===== config.mk =====
export PLATFORM = sky130hd
export DESIGN_NAME = ddr_level_sequencer
export DESIGN_NICKNAME = d
export VERILOG_FILES = /design/src/rtl/ddr_pkg.sv /design/src/rtl/ddr_hit_judge.sv /design/src/rtl/ddr_level_sequencer.sv
export SDC_FILE = /design/constraint.sdc
export NUM_CORES = 1
export LEC_CHECK = 0
export CAP_MARGIN = 30
export CORE_MARGIN = 1.5
export CORE_UTILIZATION = 50
export CTS_CLUSTER_DIAMETER = 100
export CTS_CLUSTER_SIZE = 12
export DETAILED_ROUTE_END_ITERATION = 16
export HOLD_SLACK_MARGIN = 0.03
export MAX_ROUTING_LAYER = met4
export PLACE_DENSITY = 0.82
export SETUP_SLACK_MARGIN = 0.05
export SLEW_MARGIN = 20
export SYNTH_ARGS = -nofsm -noshare
export SYNTH_HDL_FRONTEND = slang
export SYNTH_SLANG_ARGS = --single-unit

===== constraint.sdc =====
create_clock -name clk -period 2.7 [get_ports clk]
set_clock_uncertainty 0.1 [all_clocks]
set_input_delay 0.27 -clock clk [delete_from_list [all_inputs] [get_ports clk]]
set_output_delay 0.27 -clock clk [all_outputs]
set_load 0.02 [all_outputs]

===== src/rtl/ddr_pkg.sv =====
// Shared types for the DDR game controller: FSM states and the arrow bundle layout.
// Arrow bundles are always {left,right,up,down}, i.e. bit LEFT is the MSB.
package ddr_pkg;

  typedef enum logic [2:0] {
    S_IDLE,
    S_LAUNCH,
    S_PLAY,
    S_CHECK,
    S_WIN,
    S_LOSE
  } state_t;

  localparam int ARROW_W = 4;
  localparam int LEFT    = 3;
  localparam int RIGHT   = 2;
  localparam int UP      = 1;
  localparam int DOWN    = 0;

  typedef logic [ARROW_W-1:0] arrow_t;

  function automatic arrow_t arrow_bit(input int idx);
    return arrow_t'(1) << idx;
  endfunction

endpackage


===== src/rtl/ddr_hit_judge.sv =====
// Judges player presses against the displayed arrow: edge-detects buttons, arms on a
// new arrow, and emits a one-cycle hit when the first press inside the window matches.
module ddr_hit_judge
  import ddr_pkg::*;
#(
  parameter int HIT_WIN = 200
) (
  input  logic               clk,
  input  logic               rst,
  input  logic               active,
  input  logic [ARROW_W-1:0] btn,
  input  logic [ARROW_W-1:0] arrows,
  output logic               hit,
  output logic               armed
);

  localparam int CNT_W = $clog2(HIT_WIN + 1);
  localparam logic [CNT_W-1:0] WIN_LOAD = CNT_W'(HIT_WIN);
  localparam logic [CNT_W-1:0] WIN_LAST = CNT_W'(1);

  logic [ARROW_W-1:0] btn_q;
  logic [ARROW_W-1:0] arrows_q;
  logic [ARROW_W-1:0] expected;
  logic [CNT_W-1:0]   window;
  logic [ARROW_W-1:0] rise;
  logic               press;
  logic               arrow_event;

  assign rise        = btn & ~btn_q;
  assign press       = |rise;
  assign arrow_event = active && (arrows != '0) && (arrows != arrows_q);

  always_ff @(posedge clk) begin
    if (rst) begin
      btn_q    <= btn;
      arrows_q <= '0;
      expected <= '0;
      window   <= '0;
      armed    <= 1'b0;
      hit      <= 1'b0;
    end else begin
      btn_q    <= btn;
      arrows_q <= arrows;
      hit      <= 1'b0;
      if (!active) begin
        armed <= 1'b0;
      end else begin
        // The press is settled against the old arrow before a new arrow re-arms.
        if (armed && press) begin
          hit   <= (rise == expected);
          armed <= 1'b0;
        end else if (armed) begin
          window <= window - WIN_LAST;
          if (window == WIN_LAST) armed <= 1'b0;
        end
        if (arrow_event) begin
          armed    <= 1'b1;
          expected <= arrows;
          window   <= WIN_LOAD;
        end
      end
    end
  end

endmodule


===== src/rtl/ddr_level_sequencer.sv =====
// DDR game controller: launches each level generator in turn, shows its arrows,
// counts judged hits per level and in total, and ends the game in WIN or LOSE.
module ddr_level_sequencer
  import ddr_pkg::*;
#(
  parameter int NUM_LEVELS = 4,
  parameter int SCORE_W    = 8,
  parameter int PASS_HITS  = 10,
  parameter int HIT_WIN    = 200
) (
  input  logic                            clk,
  input  logic                            rst,
  input  logic                            start_btn,
  input  logic [3:0]                      btn,
  input  logic [4*NUM_LEVELS-1:0]         lvl_arrows,
  input  logic [NUM_LEVELS-1:0]           lvl_done,
  output logic [NUM_LEVELS-1:0]           lvl_start,
  output logic [3:0]                      arrows,
  output logic [$clog2(NUM_LEVELS)-1:0]   level,
  output logic [SCORE_W-1:0]              score,
  output logic                            playing,
  output logic                            game_win,
  output logic                            game_over
);

  localparam int LEVEL_W = $clog2(NUM_LEVELS);
  localparam logic [LEVEL_W-1:0]    LAST_LEVEL = LEVEL_W'(NUM_LEVELS - 1);
  localparam logic [LEVEL_W-1:0]    LEVEL_ONE  = LEVEL_W'(1);
  localparam logic [SCORE_W-1:0]    PASS_C     = SCORE_W'(PASS_HITS);
  localparam logic [SCORE_W-1:0]    SCORE_ONE  = SCORE_W'(1);
  localparam logic [NUM_LEVELS-1:0] START_ONE  = NUM_LEVELS'(1);

  state_t             state;
  logic [SCORE_W-1:0] lvl_hits;
  logic               start_q;
  logic               start_edge;
  logic               hit;
  logic               armed_unused;
  logic [ARROW_W-1:0] lvl_arrow_arr [NUM_LEVELS];

  for (genvar gi = 0; gi < NUM_LEVELS; gi++) begin : g_unpack
    assign lvl_arrow_arr[gi] = lvl_arrows[ARROW_W*gi +: ARROW_W];
  end

  ddr_hit_judge #(
    .HIT_WIN (HIT_WIN)
  ) u_judge (
    .clk    (clk),
    .rst    (rst),
    .active (state == S_PLAY),
    .btn    (btn),
    .arrows (arrows),
    .hit    (hit),
    .armed  (armed_unused)
  );

  always_ff @(posedge clk) begin
    if (rst) begin
      state      <= S_IDLE;
      lvl_start  <= '0;
      arrows     <= '0;
      level      <= '0;
      score      <= '0;
      lvl_hits   <= '0;
      playing    <= 1'b0;
      game_win   <= 1'b0;
      game_over  <= 1'b0;
      start_q    <= start_btn;
      start_edge <= 1'b0;
    end else begin
      start_q    <= start_btn;
      start_edge <= start_btn & ~start_q;
      lvl_start  <= '0;
      // A hit can land one cycle after PLAY ends; counter clears below take priority.
      if (hit) begin
        if (score != '1)    score    <= score + SCORE_ONE;
        if (lvl_hits != '1) lvl_hits <= lvl_hits + SCORE_ONE;
      end
      case (state)
        S_IDLE, S_WIN, S_LOSE: begin
          arrows <= '0;
          if (start_edge) begin
            score     <= '0;
            level     <= '0;
            lvl_hits  <= '0;
            lvl_start <= START_ONE;
            game_win  <= 1'b0;
            game_over <= 1'b0;
            state     <= S_LAUNCH;
          end
        end
        S_LAUNCH: begin
          arrows  <= '0;
          playing <= 1'b1;
          state   <= S_PLAY;
        end
        S_PLAY: begin
          if (lvl_done[level]) begin
            arrows  <= '0;
            playing <= 1'b0;
            state   <= S_CHECK;
          end else begin
            arrows <= lvl_arrow_arr[level];
          end
        end
        S_CHECK: begin
          arrows <= '0;
          if (lvl_hits >= PASS_C) begin
            if (level == LAST_LEVEL) begin
              game_win <= 1'b1;
              state    <= S_WIN;
            end else begin
              level     <= level + LEVEL_ONE;
              lvl_hits  <= '0;
              lvl_start <= START_ONE << (level + LEVEL_ONE);
              state     <= S_LAUNCH;
            end
          end else begin
            game_over <= 1'b1;
            state     <= S_LOSE;
          end
        end
        default: state <= S_IDLE;
      endcase
    end
  end

endmodule


==> metrics.log <==
INFO  metric run_status = complete, no violations
INFO  metric clock_latency = 320 ps
INFO  metric grt_first_pass_wirelength = 9.43 mm
INFO  metric grt_setup_unrepaired = false
INFO  metric reg2regPathDepth = 4
INFO  metric synth.net_count = 318
INFO  metric startpoint_class_of_the_critical_path = flip-flop
INFO  metric static-leakage-power = 1.14 nW
INFO  metric synth_seq_cells = 56
INFO  metric grtUsageMet2 = 37.2%
INFO  metric comb_pwr_share = 8.7%
INFO  metric path_class = flip-flop to flip-flop
INFO  metric finish.net_count = 363
INFO  metric coreArea = 5110 µm²
INFO  metric power.switching = 0.366 mW
INFO  metric cts-buffers-inserted = 5
INFO  metric hold_viol = 0
INFO  metric crit_path_top_delay_cell = sky130_fd_sc_hd__dfxtp_1
INFO  metric first_pass_iters = 4
INFO  metric global_route.peak_usage_layer = met2
INFO  metric ios = 48
INFO  metric cpLargestDelayFamily = simple AND/OR/NAND/NOR gates
INFO  metric tritoncts_clock_tree = yes
INFO  metric synth-seq-area-share = 42.3%
INFO  metric finalWorstPathRequiredPeriod = 2190 ps
INFO  metric drive_gt1_share = 8.56%
INFO  metric rows = 26
INFO  metric crit_path_cell_trace = nand4bb_4, or4_2, or4_1, a21oi_1
INFO  metric power.ir.vdd_worst = 240 µV
INFO  metric slew_headroom = 57.1%
INFO  metric hold_path_class = flip-flop to flip-flop
INFO  metric async_reset_ff_share = 0%
INFO  metric worst-slew-pin-transition = 642 ps
INFO  metric finalSetupTns = 0 ps
INFO  metric cts.repair.resized = 0
INFO  metric syn_to_final_growth = 23.5%
INFO  metric io_buffer_count = 47
INFO  metric met1_usage_grt = 25.9%
INFO  metric global_route.usage.met3 = 5.42%
INFO  metric worst_r2r_endpoint = u_judge.window[5]
INFO  metric peak_clock_frequency_supported_by_timing = 0.457 GHz
INFO  metric final_routed_wirelength = 5.57 mm
INFO  metric cp_data_required_time = 2850 ps
INFO  metric clk_path_buf_depth = 2
INFO  metric worst_setup_hold_path_clk_slew = 110 ps
INFO  metric power.sequential.fraction = 58.3%
INFO  metric worst_path_largest_cell_delay = 650 ps
INFO  metric drv.max_cap_violation_count = 0
INFO  metric timing.critical_path.fanout_max = 14
INFO  metric globalRoute.totalOverflow = 0
INFO  metric cp_num_cells = 4
INFO  metric final_hpwl_dp = 4.10 mm
INFO  metric die_y = 75.8 µm
INFO  metric drt.antenna.violating_nets = 0
INFO  metric crit_path_end = u_judge.window[5]
INFO  metric global_route.usage.total = 22.0%
INFO  metric most-common-layout-cells = sky130_fd_sc_hd__dfxtp_1, sky130_fd_sc_hd__clkdlybuf4s50_1, sky130_fd_sc_hd__nor2_1
INFO  metric report.power.total = 1.47 mW
INFO  metric critical_path_end_type = flip-flop
INFO  metric switching_share = 24.9%
INFO  metric die_area = 5740 µm²
INFO  metric post_synth_num_cell_types = 49
INFO  metric chipWidth = 75.8 µm
INFO  metric buf_inv_on_cp = 0
INFO  metric post-cts-setup-buffer-count = 0
INFO  metric layout_worst_path_cycle_share = 81.1%
INFO  metric grt_start_max_net_pins = 20
INFO  metric wire_per_inst = 14.0 µm
INFO  metric clock_tree.root_cell = sky130_fd_sc_hd__clkbuf_8
INFO  metric startpoint = state[1]
INFO  metric drt_first_iter_violations = 61
INFO  metric mappedNetlistArea = 2650 µm²
INFO  metric first_global_vias = 2124
INFO  metric route.detailed.drc = 0
INFO  metric final_common_cell = sky130_fd_sc_hd__dfxtp_1
INFO  metric antenna_cells_inserted = 0
INFO  metric edff_count_synth = 0
INFO  metric synth-warning-count = 0
INFO  metric setup_viol_count_final = 0
INFO  metric reg2reg_setup_slack = 510 ps
INFO  metric syn-instance-count = 281
INFO  metric ys_flop_type = sky130_fd_sc_hd__dfxtp_1
INFO  metric cts_num_sinks = 56
INFO  metric global_placer_s_final_weighted_congestion = 0.884
INFO  metric grt_antenna_before_repair = 0
INFO  metric synth.avg_cell_area = 9.43 µm²
INFO  metric initial_utilization = 51.9%
INFO  metric post_cts_hold_buffer_count = 0
INFO  metric htreeDepth = 2
INFO  metric num_vias = 2214
INFO  metric p_int = 1.10 mW
INFO  metric maxSlewViolCount = 0
INFO  metric post_drt_via_cell_ratio = 5.58
INFO  metric n_fill_cell = 440
INFO  metric power_density = 449 nW/µm²
INFO  metric clock_power_share = 32.9%
INFO  metric worst_ep_arrival_time = 2340 ps
INFO  metric timing.rr.start = state[1]
## worst min path at each step
stage | start | to | slack (ps) | depth (start not counted)
5_1_grt | start_q | start_edge | 300 | 1
4_1_cts | start_q | start_edge | 280 | 1
2_1_floorplan | start_btn | start_q | 200 | 0
3_3_place_gp | start_q | start_edge | 290 | 1
3_5_place_dp | start_q | start_edge | 280 | 1
6_report | start_q | start_edge | 280 | 1
## synth_stat cells (all sizes together) (3+ instances only)
| cell type | number | area share [%] |
|---|---|---|
| nor4 | 5 | 1.2 |
| o31ai | 6 | 1.7 |
| clkbuf | 7 | 0.99 |
| a22o | 4 | 1.3 |
| mux2 | 4 | 1.7 |
| xnor2 | 10 | 3.3 |
| nor2b | 14 | 3.3 |
| and4 | 3 | 0.99 |
| or4 | 8 | 2.5 |
| or3 | 3 | 0.76 |
| a31oi | 6 | 1.4 |
| nand3 | 12 | 2.3 |
| inv | 9 | 1.3 |
| a21oi | 18 | 3.4 |
| nand2b | 3 | 0.71 |
| o21ai | 11 | 2.1 |
| nand3b | 4 | 1.1 |
| mux4 | 5 | 4.3 |
| nand2 | 13 | 1.8 |
| nor3b | 5 | 1.4 |
| ha | 10 | 4.7 |
| buf | 4 | 0.71 |
| nor3 | 9 | 1.7 |
| dfxtp | 56 | 42 |
| nand4 | 5 | 1.2 |
| xor2 | 4 | 1.3 |
| nor2 | 22 | 3.1 |
## state kept, by name (all words and copies together) (netlist names), 2 cells and up
name,cells
arrows,4
level,2
lvl_hits,8
lvl_start,4
score,8
state,3
u_judge.arrows_q,4
u_judge.btn_q,4
u_judge.expected,4
u_judge.window,8
## routing by layer
| layer | vias up | share of wire [%] |
|---|---|---|
| met5 | - | 0 |
| met4 | 0 | 1.5 |
| met3 | 6 | 4.0 |
| met2 | 47 | 51 |
| met1 | 1045 | 44 |
| li1 | 1116 | - |
## cells by family after synthesis
kind of cell,share of synthesized area [%]
and+or+nand+nor,25.7
adders and majority gates,4.72
buffers and inverters,2.98
DFF,42.3
muxes,6.33
AOI/OAI and AO/OA,13.3
xor gates and xnor gates,4.63
## layout make-up
class / count / area, µm² / share of cell area [%]
clock buffers: 5 / 68.8 / 2.10
well taps: 70 / 87.6 / 2.68
flip-flops and latches: 56 / 1120 / 34.3
inverters: 9 / 33.8 / 1.03
repair buffers: 49 / 485 / 14.8
multi-input cells: 205 / 1450 / 44.3
clock inverters: 3 / 26.3 / 0.803
## stage by stage
step,setup slack (ps),hold slack [ps],instances,cell area (µm²),util [%]
after CTS,514,284,397,3270,64.1
after floorplan,653,198,281,2650,-
after global routing,379,298,397,3270,64.1
after detailed placement,259,282,389,3180,62.2
final,511,281,397,3270,64.1
after global placement,307,285,389,3180,62.2
## power groups by stage
stage	registers (mW)	logic [mW]	clock network (mW)
6_report	0.857	0.128	0.484
5_1_grt	0.860	0.140	0.529
4_1_cts	0.857	0.130	0.494
3_5_place_dp	0.876	0.129	0
3_3_place_gp	0.875	0.126	0
2_1_floorplan	0.869	0.0731	0
## worst register-to-register path: stages, from the launching register on
cell and delay (ps):
sky130_fd_sc_hd__dfxtp_1 650, sky130_fd_sc_hd__nand4bb_4 210, sky130_fd_sc_hd__or4_2 610, sky130_fd_sc_hd__or4_1 420
sky130_fd_sc_hd__a21oi_1 140
No activity file was read; power rests on OpenSTA's default activity.
